File: src/rtl/arith_sched_pkg.sv
// Shared types for the arithmetic scheduler.
//   state_t      : scheduler FSM states
//   rsp_entry_t  : response FIFO entry {id, s, cout, sr}
//   MAX_NREQ     : widest requester set the scheduler supports
//   rr_index()   : round-robin candidate index, (base + k) mod nreq
package arith_sched_pkg;

   localparam int MAX_NREQ = 4;

   typedef enum logic [0:0] {
      ST_IDLE  = 1'b0,
      ST_ISSUE = 1'b1
   } state_t;

   typedef struct packed {
      logic [1:0] id;
      logic [2:0] s;
      logic       cout;
      logic [2:0] sr;
   } rsp_entry_t;

   function automatic logic [1:0] rr_index(logic [1:0] base, int k, int nreq);
      int sum;
      sum = int'(base) + k;
      return 2'(sum % nreq);
   endfunction

endpackage

File: src/rtl/arith_rsp_fifo.sv
// Response FIFO: circular buffer of rsp_entry_t with wrapping pointers.
//   clk, rst   : clock, synchronous active-high reset
//   push       : write push_data at the tail (ignored when full)
//   pop        : drop the head entry (ignored when empty)
//   head_valid : FIFO holds at least one entry
//   head_data  : entry at the head
//   count      : number of stored entries, 0..DEPTH
module arith_rsp_fifo
   import arith_sched_pkg::*;
#(
   parameter  int DEPTH = 4,
   localparam int PW    = $clog2(DEPTH)
) (
   input  logic       clk,
   input  logic       rst,
   input  logic       push,
   input  rsp_entry_t push_data,
   input  logic       pop,
   output logic       head_valid,
   output rsp_entry_t head_data,
   output logic [PW:0] count
);

   localparam logic [PW:0] FULL_CNT = (PW+1)'(DEPTH);

   rsp_entry_t    mem_q [DEPTH];
   rsp_entry_t    mem_d [DEPTH];
   logic [PW-1:0] wr_ptr_q, wr_ptr_d;
   logic [PW-1:0] rd_ptr_q, rd_ptr_d;
   logic [PW:0]   count_q, count_d;
   logic          do_push, do_pop;

   always_comb begin
      do_push  = push && (count_q != FULL_CNT);
      do_pop   = pop && (count_q != '0);
      mem_d    = mem_q;
      wr_ptr_d = wr_ptr_q;
      rd_ptr_d = rd_ptr_q;
      count_d  = count_q;
      if (do_push) begin
         mem_d[wr_ptr_q] = push_data;
         wr_ptr_d        = wr_ptr_q + 1'b1;
      end
      if (do_pop) begin
         rd_ptr_d = rd_ptr_q + 1'b1;
      end
      case ({do_push, do_pop})
         2'b10:   count_d = count_q + 1'b1;
         2'b01:   count_d = count_q - 1'b1;
         default: count_d = count_q;
      endcase
   end

   always_ff @(posedge clk) begin
      if (rst) begin
         for (int i = 0; i < DEPTH; i++) begin
            mem_q[i] <= '0;
         end
         wr_ptr_q <= '0;
         rd_ptr_q <= '0;
         count_q  <= '0;
      end else begin
         mem_q    <= mem_d;
         wr_ptr_q <= wr_ptr_d;
         rd_ptr_q <= rd_ptr_d;
         count_q  <= count_d;
      end
   end

   assign head_valid = (count_q != '0);
   assign head_data  = mem_q[rd_ptr_q];
   assign count      = count_q;

endmodule

File: src/rtl/arithmetic_ip.sv
// Shared combinational arithmetic unit.
//   a, b : 2-bit operands
//   m    : mode (0 add, 1 subtract, 2 multiply, 3 logic)
//   s    : 3-bit result
//   cout : carry / no-borrow / product overflow / any-common-bit
//   sr   : result shifted right one place through the carry, {cout, s[2:1]}
module arithmetic_ip (
   input  logic [1:0] a,
   input  logic [1:0] b,
   input  logic [1:0] m,
   output logic [2:0] s,
   output logic       cout,
   output logic [2:0] sr
);

   logic [3:0] prod;

   always_comb begin
      s    = '0;
      cout = 1'b0;
      prod = {2'b00, a} * {2'b00, b};
      case (m)
         2'd0: begin
            s    = {1'b0, a} + {1'b0, b};
            cout = s[2];
         end
         2'd1: begin
            // 3-bit two's complement difference; cout set when no borrow
            s    = {1'b0, a} - {1'b0, b};
            cout = (a >= b);
         end
         2'd2: begin
            s    = prod[2:0];
            cout = prod[3];
         end
         default: begin
            s    = {^{a, b}, a ^ b};
            cout = |(a & b);
         end
      endcase
   end

   assign sr = {cout, s[2:1]};

endmodule

File: src/rtl/arith_sched.sv
// Round-robin scheduler sharing one arithmetic_ip between NREQ requesters.
//   clk, rst                    : clock, synchronous active-high reset
//   req_valid/req_ready         : per-requester handshake (ready one-hot or zero)
//   req_a/req_b/req_mode        : packed 2-bit operands, requester i in [2i+1:2i]
//   rsp_valid/rsp_ready         : response FIFO head handshake
//   rsp_id/rsp_s/rsp_cout/rsp_sr: head entry fields
//   busy                        : high while an operation is in ISSUE
//   op_count                    : completed operations, saturating
//
// state    | meaning
// ---------+----------------------------------------------------------
// ST_IDLE  | arbitrate; accept one request if the FIFO has a free slot
// ST_ISSUE | operand register drives the unit; result pushed at cycle end
module arith_sched
   import arith_sched_pkg::*;
#(
   parameter int NREQ  = 2,
   parameter int DEPTH = 4
) (
   input  logic              clk,
   input  logic              rst,
   input  logic [NREQ-1:0]   req_valid,
   output logic [NREQ-1:0]   req_ready,
   input  logic [2*NREQ-1:0] req_a,
   input  logic [2*NREQ-1:0] req_b,
   input  logic [2*NREQ-1:0] req_mode,
   output logic              rsp_valid,
   input  logic              rsp_ready,
   output logic [1:0]        rsp_id,
   output logic [2:0]        rsp_s,
   output logic              rsp_cout,
   output logic [2:0]        rsp_sr,
   output logic              busy,
   output logic [15:0]       op_count
);

   localparam int          PW       = $clog2(DEPTH);
   localparam logic [PW:0] FULL_CNT = (PW+1)'(DEPTH);

   state_t      state_q, state_d;
   logic [1:0]  rr_ptr_q, rr_ptr_d;
   logic [1:0]  op_a_q, op_a_d;
   logic [1:0]  op_b_q, op_b_d;
   logic [1:0]  op_mode_q, op_mode_d;
   logic [1:0]  op_id_q, op_id_d;
   logic [15:0] op_count_q, op_count_d;

   // Requests widened to MAX_NREQ so a 2-bit index is always in range
   logic [MAX_NREQ-1:0]   valid_ext;
   logic [2*MAX_NREQ-1:0] a_ext, b_ext, mode_ext;

   logic       gnt_found, grant;
   logic [1:0] gnt_id, cand;
   logic [2:0] alu_s, alu_sr;
   logic       alu_cout;
   logic       fifo_push, fifo_pop, fifo_full;
   logic [PW:0] fifo_count;
   rsp_entry_t push_data, head_data;

   assign valid_ext = MAX_NREQ'(req_valid);
   assign a_ext     = (2*MAX_NREQ)'(req_a);
   assign b_ext     = (2*MAX_NREQ)'(req_b);
   assign mode_ext  = (2*MAX_NREQ)'(req_mode);

   always_comb begin
      gnt_found = 1'b0;
      gnt_id    = '0;
      cand      = '0;
      for (int k = 0; k < NREQ; k++) begin
         cand = rr_index(rr_ptr_q, k, NREQ);
         if (!gnt_found && valid_ext[cand]) begin
            gnt_found = 1'b1;
            gnt_id    = cand;
         end
      end
   end

   // Registered count only: a same-cycle pop never frees a slot for this grant
   assign fifo_full = (fifo_count == FULL_CNT);
   assign grant     = !rst && (state_q == ST_IDLE) && !fifo_full && gnt_found;

   always_comb begin
      req_ready = '0;
      for (int i = 0; i < NREQ; i++) begin
         req_ready[i] = grant && (gnt_id == 2'(i));
      end
   end

   always_comb begin
      state_d    = state_q;
      rr_ptr_d   = rr_ptr_q;
      op_a_d     = op_a_q;
      op_b_d     = op_b_q;
      op_mode_d  = op_mode_q;
      op_id_d    = op_id_q;
      op_count_d = op_count_q;
      fifo_push  = 1'b0;
      case (state_q)
         ST_IDLE: begin
            if (grant) begin
               op_a_d    = a_ext[{gnt_id, 1'b0} +: 2];
               op_b_d    = b_ext[{gnt_id, 1'b0} +: 2];
               op_mode_d = mode_ext[{gnt_id, 1'b0} +: 2];
               op_id_d   = gnt_id;
               rr_ptr_d  = (int'(gnt_id) == NREQ - 1) ? 2'd0 : gnt_id + 2'd1;
               state_d   = ST_ISSUE;
            end
         end
         ST_ISSUE: begin
            fifo_push = 1'b1;
            if (op_count_q != 16'hFFFF) begin
               op_count_d = op_count_q + 16'd1;
            end
            state_d = ST_IDLE;
         end
         default: state_d = ST_IDLE;
      endcase
   end

   always_ff @(posedge clk) begin
      if (rst) begin
         state_q    <= ST_IDLE;
         rr_ptr_q   <= '0;
         op_a_q     <= '0;
         op_b_q     <= '0;
         op_mode_q  <= '0;
         op_id_q    <= '0;
         op_count_q <= '0;
      end else begin
         state_q    <= state_d;
         rr_ptr_q   <= rr_ptr_d;
         op_a_q     <= op_a_d;
         op_b_q     <= op_b_d;
         op_mode_q  <= op_mode_d;
         op_id_q    <= op_id_d;
         op_count_q <= op_count_d;
      end
   end

   arithmetic_ip u_alu (
      .a    (op_a_q),
      .b    (op_b_q),
      .m    (op_mode_q),
      .s    (alu_s),
      .cout (alu_cout),
      .sr   (alu_sr)
   );

   always_comb begin
      push_data      = '0;
      push_data.id   = op_id_q;
      push_data.s    = alu_s;
      push_data.cout = alu_cout;
      push_data.sr   = alu_sr;
   end

   assign fifo_pop = rsp_valid && rsp_ready;

   arith_rsp_fifo #(.DEPTH(DEPTH)) u_fifo (
      .clk        (clk),
      .rst        (rst),
      .push       (fifo_push),
      .push_data  (push_data),
      .pop        (fifo_pop),
      .head_valid (rsp_valid),
      .head_data  (head_data),
      .count      (fifo_count)
   );

   assign rsp_id   = head_data.id;
   assign rsp_s    = head_data.s;
   assign rsp_cout = head_data.cout;
   assign rsp_sr   = head_data.sr;
   assign busy     = (state_q == ST_ISSUE);
   assign op_count = op_count_q;

endmodule

File: config.mk
export PLATFORM = sky130hd
export DESIGN_NAME = arith_sched
export DESIGN_NICKNAME = d
export VERILOG_FILES = /design/src/rtl/arith_sched_pkg.sv /design/src/rtl/arith_rsp_fifo.sv /design/src/rtl/arithmetic_ip.sv /design/src/rtl/arith_sched.sv
export SDC_FILE = /design/constraint.sdc
export NUM_CORES = 1
export LEC_CHECK = 0
export CORE_MARGIN = 5
export CORE_UTILIZATION = 53
export DETAILED_ROUTE_END_ITERATION = 8
export GPL_TIMING_DRIVEN = 0
export PLACE_DENSITY = 0.88
export SYNTH_ARGS = -nofsm -noshare
export SYNTH_HDL_FRONTEND = slang
export SYNTH_SLANG_ARGS = --single-unit
export TNS_END_PERCENT = 100
File: constraint.sdc
create_clock -name clk -period 2.7 [get_ports clk]
set_input_delay 0.675 -clock clk [delete_from_list [all_inputs] [get_ports clk]]
set_output_delay 0.675 -clock clk [all_outputs]
set_load 0.01 [all_outputs]
==> qor.yml, run 1 <==
status: "finished, final reports clean"
dpl-instance-area_mm2: 0.00329
cts_tree: "yes"
grt_overflow: 0
min_path_cells: 2
grt_util_met3_pct: 4.23
worst_pin_slew_ns: 0.571
fin_area_mm2: 0.00344
synth-edff-count: 0
synthesis.instances: 287
worstPathMaxFanout: 10
final_nets: 369
r2r-end: "u_fifo.count[2]"
leakagePower_nw: 1.41
place_ws_ns: -0.502
numCtsBuffers: 5
avgRoutedWirePerCell_um: 14.3
criticalPathCategory: "primary input to output pin"
gr-usage-met2_pct: 33.3
drc: 0
maxCapViolations: 0
drive_gt1_share_pct: 13.3
clk_latency_ns: 0.30
num-fill-cells: 421
crit_path_end_kind: "output pin"
holdCritStartpoint: "u_fifo.mem_q[9]"
min_to: "u_fifo.mem_q[9]"
worst_clock_skew_ns: 0.00443
layout.cells.non_filler: 408
synth_warnings: 0
synth_top_flop_cell: "dfxtp_1"
yosysMostFrequentCell: "dfxtp_1"
r2r_start: "u_fifo.count[0]"
worstSetupStartpointType: "primary input"
ys_types: 52
finalHoldViolCount: 0
fin_ws_ns: 0.0583
area_growth_pct: 24.7
path_cells: "clkdlybuf4s50_1 -> o211a_4 -> buf_6 -> and2_1 -> dlygate4sd2_1"
busiest_layer: "met2"
dieArea_mm2: 0.00675
ir_drop_mv: 0.355
crit_arrival_ns: 1.97
powerDensity_mw_per_mm2: 615
ys_seq_area_share_pct: 37.7
synthTopCellsByArea: "dfxtp_1, mux2i_1, mux4_2"
coreArea_mm2: 0.00507
cts_buffer_depth: 2
grtUsageTotal_pct: 18.6
cts_root_buf: "clkbuf_8"
initial_core_util_pct: 54.4
grt_pass1_wl_um: 9890
drt_pass1_iterations: 5
rows: 26
die_w_um: 82.2
grt_max_degree: 16
hold_buffers: 0
rsz0062_at_grt: "no"
num_vias: 2233
netlist_area_mm2: 0.00276
ys_ff_latch: 52
antenna_left: 0
fmax_mhz: 379
r2r_cells: 9
routed_wl_um: 5850
syn_nets: 319
async_flop_share_pct: 0
postSynthAreaPerCell_um2: 9.62
yosys.area.top_type: "dfxtp_1"
fin_crit_sh_pct: 97.8
placed_cells: 401
relSlewSlack_pct: 61.9
synth.top_cells.by_count: "dfxtp_1, nor2_1, mux2i_1"
critPathBufInv: 3
htree_num_levels: 2
slowest_delay_ns: 0.45
antenna_found_initial: 0
met1_usage_pct: 22.5
critPathTopFamily: "buffers and inverters"
slowest_stage: "clkdlybuf4s50_1"
finalSetupViolCount: 0
required_ns: 2.03
gp_congestion: 0.838
r2r_slack_ns: 0.32
cts_num_sinks: 52
numPortBuffers: 44
period_needed_ns: 2.64
dp.final_hpwl_um: 4380
diodes: 0
num_io_pins: 46
p_total_mw: 2.12
fp.dieH_um: 82.2
avgViaCountPerCell: 5.47
drtIter0Drc: 131
maxSlewViolCount: 0
grt_pass1_vias: 2224
clkTransAtPathRegs_ns: 0.09
synth_top_area_share_pct: 37.7
hp-class: "register to register"
[sequential cells by signal (all words and copies together) (netlist names)]
signal           count
u_fifo.mem_q        20
op_count            16
u_fifo.count         3
op_a_q               2
op_b_q               2
op_mode_q            2
u_fifo.rd_ptr_q      2
u_fifo.wr_ptr_q      2
busy                 1
op_id_q              1
rr_ptr_q             1
[logic make-up (layout without fill, tap and decap cells)]
kind of cell               after synthesis  count (layout)  synth area share [%]
and+or+nand+nor                         99              99                  19.8
DFF                                     52              52                  37.7
AOI/OAI and AO/OA                       45              45                  10.7
muxes                                   34              34                  15.6
buffers and inverters                   31              82                  5.26
adders and majority gates               15              15                  7.61
xor gates and xnor gates                10              10                  3.17
other                                    1               1                 0.136
[layer usage]
layer | vias up | part of all wire (%) | wire (µm)
li1 | 1109 | - | -
met3 | 4 | 4.1 | 242
met5 | - | 0 | 0
met4 | 0 | 0.50 | 29
met2 | 58 | 51 | 2970
met1 | 1062 | 45 | 2620
[where the power goes]
group / leakage [nW] / internal [mW] / switching [mW]
combinational: 0.926 / 0.316 / 0.292
clock: 0.0645 / 0.327 / 0.244
sequential: 0.423 / 0.841 / 0.0990
total: 1.41 / 1.48 / 0.635
[worst max path at each step]
| stage | start | to | depth (start not counted) |
|---|---|---|---|
| 3_3_place_gp | req_valid[0] | req_ready[0] | 5 |
| 4_1_cts | rst | req_ready[0] | 6 |
| 2_1_floorplan | u_fifo.count[0] | u_fifo.count[2] | 9 |
| 6_report | req_valid[0] | req_ready[0] | 5 |
| 5_1_grt | u_fifo.count[0] | req_ready[0] | 6 |
| 3_5_place_dp | req_valid[0] | req_ready[0] | 5 |
[cells in the final DEF, fill, tap and decap left out, types with 7 or more instances in the layout]
cell type        synthesis  routed
a211oi_1                 7       7
a21oi_1                 13      13
clkbuf_8                 0       7
clkdlybuf4s50_1          0      40
dfxtp_1                 52      49
ha_1                    12      12
inv_1                   14      14
mux2i_1                 25      25
mux4_2                   7       7
nand2_1                  9       9
nor2_1                  41      40
o21ai_0                  8       8
or3_1                    7       7
[worst reg2reg max path: stages (launching register included)]
cell	delay, ns
dfxtp_2	0.35
or3b_1	0.37
clkbuf_4	0.20
nand2_1	0.15
ha_1	0.20
inv_1	0.06
fa_1	0.37
xor2_1	0.16
or3_1	0.31
a21oi_1	0.15
[timing repair]
item	CTS	global route
buffers inserted	0	1
endpoints found under the hold margin	0	0
gates resized for setup	8	5
pin swaps	0	2
endpoints found under the setup margin	10	3
[through the flow]
stage          util (%)  setup TNS (ns)  hold slack (ns)
3_5_place_dp       64.8          -0.935            0.476
5_1_grt            67.9               0            0.527
4_1_cts            67.6               0            0.500
3_3_place_gp       64.8          -0.740            0.468
6_report           67.9               0            0.501
2_1_floorplan         -               0            0.452
[cell type report]
type	instances	area, µm²	area share [%]
multi-input cells	204	1600	46.3
plain buffers	15	87.6	2.54
inverters	14	52.6	1.53
flip-flops and latches	52	1050	30.4
clock inverters	1	30.0	0.872
well taps	70	87.6	2.54
repair buffers	45	447	13.0
clock buffers	7	96.3	2.80
(Power assumes the default switching activity.)
==> inputs of run 2 (changes only) <==
Settings changed: CORE_MARGIN 5 to unset, SETUP_SLACK_MARGIN set to 0.15.
==> run 2 against run 1 <==
  * Die area down 19%
  * Worst hold slack worse by 0.0012 ns
  * First-iteration DRC count fell by 31%
  * Fmax rose by 5.4%
  * Flip-flop and latch count unchanged
  * Utilization increased by 3.8 points
  * Sequential share of layout area fell by 0.48 points
  * Critical path type is now register to output pin
  * Cell area up 1.6%
==> qor.yml, run 2 (synthesized netlist as in run 1, its figures left out) <==
drc: 0  # unchanged
avgViaCountPerCell: 5.53  # was 5.47
grt_pass1_wl_um: 9200  # was 9890 µm
intPower_mw: 1.48  # about the same
clk_latency_ns: 0.31  # was 0.30 ns
worstSetupStartpointType: "register"  # was primary input
htree_num_levels: 2  # unchanged
leakagePower_nw: 1.52  # was 1.41 nW
relSlewSlack_pct: 60.4  # was 61.9%
dp.final_hpwl_um: 4070  # was 4380 µm
maxSlewViolCount: 0  # unchanged
path_cells: "clkbuf_8 -> mux4_2 -> clkdlybuf4s50_1"  # was clkdlybuf4s50_1 -> o211a_4 -> buf_6 -> and2_1 -> dlygate4sd2_1
r2r_slack_ns: 0.23  # was 0.32 ns
ir_drop_mv: 0.312  # was 0.355 mV
min_path_cells: 2  # unchanged
required_ns: 2.03  # about the same
area_growth_pct: 26.7  # was 24.7%
crit_arrival_ns: 1.83  # was 1.97 ns
fin_area_mm2: 0.00350  # was 0.00344 mm²
slowest_delay_ns: 0.52  # was 0.45 ns
die_w_um: 74.2  # was 82.2 µm
drtIter0Drc: 91  # was 131
rsz0062_at_grt: "yes"  # was no
antenna_left: 0  # unchanged
holdWs_ns: 0.500  # was 0.501 ns
powerDensity_mw_per_mm2: 613  # was 615 mW/mm²
drt_pass1_iterations: 4  # was 5
num_io_pins: 46  # unchanged
period_needed_ns: 2.51  # was 2.64 ns
grt_overflow: 0  # unchanged
cts_buffer_depth: 2  # unchanged
numPortBuffers: 44  # unchanged
worst_pin_slew_ns: 0.593  # was 0.571 ns
switchingPower_uw: 663  # was 635 µW
power_frac_seq_pct: 42.3  # was 44.4%
avgRoutedWirePerCell_um: 13.6  # was 14.3 µm
crit_path_end_kind: "output pin"  # unchanged
grt_pass1_vias: 2007  # was 2,224
diodes: 0  # unchanged
num_vias: 2282  # was 2,233
routed_wl_um: 5640  # was 5850 µm
fmax_mhz: 399  # was 379 MHz
hp-class: "register to register"  # unchanged
switching_share_pct: 30.9  # was 30.0%
final_common_cell: "dfxtp_1"  # unchanged
cts_num_sinks: 52  # unchanged
grtUsageTotal_pct: 22.0  # was 18.6%
criticalPathCategory: "register to output pin"  # was primary input to output pin
r2r_start: "u_fifo.count[0]"  # unchanged
pwr-share-clk_pct: 25.5  # was 26.9%
cts_tree: "yes"  # unchanged
rows: 25  # was 26
largest_reg_flops: 20  # unchanged
hold_buffers: 0  # unchanged
layout_common_cells: "dfxtp_1, nor2_1, clkdlybuf4s50_1, mux2i_1, inv_1"  # unchanged
grt_max_degree: 18  # was 16
finalHoldViolCount: 0  # unchanged
final_nets: 377  # was 369
initial_core_util_pct: 56.6  # was 54.4%
largest-register: "u_fifo.mem_q"  # unchanged
dieArea_mm2: 0.00550  # was 0.00675 mm²
antenna_found_initial: 0  # unchanged
clkTransAtPathRegs_ns: 0.10  # was 0.09 ns
fp.dieH_um: 74.2  # was 82.2 µm
gp_congestion: 0.774  # was 0.838
coreArea_mm2: 0.00488  # was 0.00507 mm²
status: "finished, final reports clean"  # unchanged
min_to: "u_fifo.mem_q[16]"  # was u_fifo.mem_q[9]
slowest_stage: "mux4_2"  # was clkdlybuf4s50_1
maxCapViolations: 0  # unchanged
worstPathMaxFanout: 7  # was 10
fin_crit_sh_pct: 92.8  # was 97.8%
r2r_cells: 10  # was 9
combPwrFrac_pct: 32.3  # was 28.7%
num-fill-cells: 387  # was 421
finalSetupViolCount: 0  # unchanged
holdCritStartpoint: "u_fifo.mem_q[16]"  # was u_fifo.mem_q[9]
dpl-instance-area_mm2: 0.00329  # about the same
r2r-end: "u_fifo.count[2]"  # unchanged
cts_root_buf: "clkbuf_8"  # unchanged
worst_clock_skew_ns: 0.0118  # was 0.00443 ns
numCtsBuffers: 5  # unchanged
drive_gt1_share_pct: 15.0  # was 13.3%
run 2: worst max-delay path by stage:
stage,from,end,slack [ns]
finish,u_fifo.rd_ptr_q[0],rsp_id[0],0.19
CTS,u_fifo.count[0],req_ready[0],0.08
global route,u_fifo.count[0],u_fifo.count[2],0.14
detailed placement,req_valid[0],req_ready[0],-0.48
floorplan,u_fifo.count[0],u_fifo.count[2],0.51
global placement,req_valid[0],req_ready[0],-0.47
run 2: repair_timing:
item	4_1_cts	5_1_grt
setup buffers	2	5
resized for setup	14	13
pin swaps	2	0
setup endpoints to repair	10	5
run 2: per-layer routing:
layer | vias to the layer above | wire (µm) | GRT usage [%]
li1 | 1131 | - | -
met1 | 1086 | 2660 | 29.2
met2 | 59 | 2700 | 36.4
met3 | 6 | 213 | 4.47
met4 | 0 | 65 | 6.41
met5 | - | 0 | 0
run 2: area by class of cell:
class | count | area (µm²) | share of cell area (%)
sequential | 52 | 1050 | 29.9
multi-input combinational | 204 | 1600 | 45.6
timing repair buffer | 51 | 495 | 14.2
buffer | 17 | 109 | 3.11
tap | 67 | 83.8 | 2.40
inverter | 14 | 52.6 | 1.50
clock inverter | 3 | 46.3 | 1.32
clock buffer | 5 | 68.8 | 1.97
run 2: power groups by stage:
stage,combinational (mW),clock (mW),sequential [mW]
floorplan,0.454,0,0.906
global placement,0.611,0,0.916
detailed placement,0.634,0,0.919
CTS,0.654,0.558,0.904
global route,0.766,0.592,0.915
finish,0.692,0.546,0.906
run 2: critical path: cells and delay by family, from the launching register on:
family / cells / cell delay [ns]
flops: 1 / 0.33
buf+inv: 2 / 0.66
mux: 1 / 0.52
run 2: per-stage QoR:
stage	util, %	instances	setup WS (ns)	power (mW)	setup TNS (ns)
3_5_place_dp	67.3	398	-0.484	1.55	-0.770
3_3_place_gp	67.3	398	-0.466	1.53	-0.749
5_1_grt	71.7	413	0.142	2.27	0
2_1_floorplan	-	287	0.512	1.36	0
4_1_cts	70.4	408	0.0824	2.12	0
6_report	71.7	413	0.194	2.14	0
==> inputs of run 3 (changes only) <==
Settings changed: CORE_MARGIN set to 3.
==> run 3 against run 2 <==
  * Worst hold slack worse by 0.0048 ns
  * Fmax decreased by 0.32%
  * Via count rose by 0.88%
  * Critical endpoint is now u_fifo.count[2]
  * Wire length increased by 12%
  * Cell area is 0.36% higher
  * Power up 2.7%
  * Largest power group unchanged
==> qor.yml, run 3 (synthesized netlist as in run 1, its figures left out) <==
antenna_found_initial: 0  # unchanged
gp_congestion: 0.780  # was 0.774
dpl-instance-area_mm2: 0.00329  # unchanged
gr-usage-met2_pct: 37.1  # was 36.4%
powerDensity_mw_per_mm2: 627  # was 613 mW/mm²
fin_area_mm2: 0.00351  # was 0.00350 mm²
cts_buffer_depth: 2  # unchanged
avgRoutedWirePerCell_um: 15.3  # was 13.6 µm
dieArea_mm2: 0.00611  # was 0.00550 mm²
place_ws_ns: -0.502  # was -0.484 ns
met1_usage_pct: 26.7  # was 29.2%
slowest_stage: "or3b_1"  # was mux4_2
finalHoldViolCount: 0  # unchanged
crit_arrival_ns: 2.74  # was 1.83 ns
r2r_cells: 10  # unchanged
hp-class: "register to register"  # unchanged
worstSetupPathDepth: 10  # was 3
cts_tree: "yes"  # unchanged
die_w_um: 78.2  # was 74.2 µm
worst_pin_slew_ns: 0.540  # was 0.593 ns
fin_ws_ns: 0.186  # was 0.194 ns
switching_share_pct: 30.4  # was 30.9%
largest-register: "u_fifo.mem_q"  # unchanged
drive_gt1_share_pct: 15.8  # was 15.0%
grt_pass1_vias: 2234  # was 2,007
r2r_start: "u_fifo.count[1]"  # was u_fifo.count[0]
busiest_layer: "met2"  # unchanged
area_growth_pct: 27.2  # was 26.7%
switchingPower_uw: 670  # was 663 µW
num_io_pins: 46  # unchanged
crit_path_end_kind: "register"  # was output pin
num-fill-cells: 381  # was 387
final_nets: 379  # was 377
worst_clock_skew_ns: 0.00934  # was 0.0118 ns
p_total_mw: 2.20  # was 2.14 mW
routed_wl_um: 6330  # was 5640 µm
cp-endpoint: "u_fifo.count[2]"  # was rsp_id[0]
layout.cells.non_filler: 415  # was 413
pwr-share-clk_pct: 26.4  # was 25.5%
critPathTopFamily: "simple AND/OR/NAND/NOR gates"  # was buffers and inverters
placed_cells: 398  # unchanged
clk_latency_ns: 0.31  # about the same
period_needed_ns: 2.51  # about the same
fin_crit_sh_pct: 93.1  # was 92.8%
slowest_delay_ns: 0.39  # was 0.52 ns
rows: 25  # unchanged
multiInputGateArea_mm2: 0.00159  # was 0.00160 mm²
final_common_cell: "dfxtp_1"  # unchanged
clkTransAtPathRegs_ns: 0.09  # was 0.10 ns
htree_num_levels: 2  # unchanged
fp.dieH_um: 78.2  # was 74.2 µm
r2r_slack_ns: 0.19  # was 0.23 ns
diodes: 0  # unchanged
drc: 0  # unchanged
numCtsBuffers: 5  # unchanged
grtUsageTotal_pct: 21.4  # was 22.0%
required_ns: 2.93  # was 2.03 ns
worstSetupStartpointType: "register"  # unchanged
worstPathMaxFanout: 6  # was 7
layout_common_cells: "dfxtp_1, nor2_1, clkdlybuf4s50_1, mux2i_1"  # was dfxtp_1, nor2_1, clkdlybuf4s50_1, mux2i_1, inv_1
cp-startpoint: "u_fifo.count[1]"  # was u_fifo.rd_ptr_q[0]
min_path_cells: 2  # unchanged
combPwrFrac_pct: 32.4  # was 32.3%
power_frac_seq_pct: 41.2  # was 42.3%
drt_pass1_iterations: 4  # unchanged
grt_util_met3_pct: 4.24  # was 4.47%
intPower_mw: 1.53  # was 1.48 mW
grt_max_degree: 16  # was 18
antenna_left: 0  # unchanged
initial_core_util_pct: 56.6  # unchanged
finalSetupViolCount: 0  # unchanged
rsz0062_at_grt: "no"  # was yes
largest_reg_flops: 20  # unchanged
maxSlewViolCount: 0  # unchanged
cts_root_buf: "clkbuf_8"  # unchanged
num_vias: 2302  # was 2,282
fmax_mhz: 398  # was 399 MHz
coreArea_mm2: 0.00488  # unchanged
cts_num_sinks: 52  # unchanged
holdWs_ns: 0.495  # was 0.500 ns
r2r-end: "u_fifo.count[2]"  # unchanged
grt_pass1_wl_um: 10600  # was 9200 µm
critPathBufInv: 3  # was 2
grt_overflow: 0  # unchanged
final-seq-area_mm2: 0.00104  # was 0.00105 mm²
numPortBuffers: 44  # unchanged
drtIter0Drc: 103  # was 91
relSlewSlack_pct: 64.0  # was 60.4%
maxCapViolations: 0  # unchanged
avgViaCountPerCell: 5.55  # was 5.53
status: "finished, final reports clean"  # unchanged
criticalPathCategory: "register to register"  # was register to output pin
path_cells: "or3b_1 -> buf_6 -> buf_4 -> nand2_1 -> ha_1 -> inv_1 -> fa_1 -> xor2_1 -> or3_1 -> a21oi_1"  # was clkbuf_8 -> mux4_2 -> clkdlybuf4s50_1
ir_drop_mv: 0.298  # was 0.312 mV
leakagePower_nw: 1.49  # was 1.52 nW
dp.final_hpwl_um: 4300  # was 4070 µm
run 3: cell count changes in the layout (fill, tap and decap cells not counted), sizes merged:
cell,before,now
clkinv,1,0
dlymetal6s2s,4,2
clkbuf,11,15
clkdlybuf4s50,33,35
buf,18,19
clkdlybuf4s15,1,0
inv,15,14
run 3: stage by stage:
step | setup TNS, ns | utilization, %
after floorplan | 0 | -
final | 0 | 72.0
after global placement | -0.736 | 67.3
after global routing | 0 | 72.0
after CTS | 0 | 70.7
after detailed placement | -0.775 | 67.3
run 3: worst min path at each step:
| stage | from | end | slack, ns |
|---|---|---|---|
| 2_1_floorplan | u_fifo.mem_q[10] | u_fifo.mem_q[10] | 0.45 |
| 3_3_place_gp | u_fifo.mem_q[19] | u_fifo.mem_q[19] | 0.46 |
| 3_5_place_dp | u_fifo.mem_q[13] | u_fifo.mem_q[13] | 0.48 |
| 4_1_cts | u_fifo.mem_q[13] | u_fifo.mem_q[13] | 0.50 |
| 5_1_grt | u_fifo.mem_q[2] | u_fifo.mem_q[2] | 0.53 |
| 6_report | u_fifo.mem_q[13] | u_fifo.mem_q[13] | 0.50 |
run 3: timing repair:
item	in CTS	in global routing
gates resized for setup	15	9
pin swaps	2	1
buffers inserted	2	7
hold buffers	0	0
setup endpoints to repair	10	4
run 3: tightest hold or removal path: stages (launching register included):
cell and delay [ns]:
dfxtp_1 0.33, mux2i_1 0.06, nor2_1 0.07
run 3: cell type report:
type                            count  share of cell area [%]
Tap cell                           67                    2.39
Clock buffer                        7                    2.74
Inverter                           14                    1.50
Timing Repair Buffer               53                    14.3
Multi-Input combinational cell    204                    45.4
Sequential cell                    52                    29.7
Clock inverter                      1                   0.855
Buffer                             17                    3.14
run 3: metal layers:
metal	wire, µm	part of all wire (%)
met1	2790	44
met2	3210	51
met3	223	3.5
met4	109	1.7
met5	0	0
run 3: power by group through the flow:
stage	clock network (mW)	registers [mW]	logic, mW
final	0.581	0.907	0.714
after global routing	0.614	0.916	0.793
after CTS	0.585	0.906	0.660
after detailed placement	0	0.920	0.638
after global placement	0	0.916	0.612
after floorplan	0	0.906	0.454
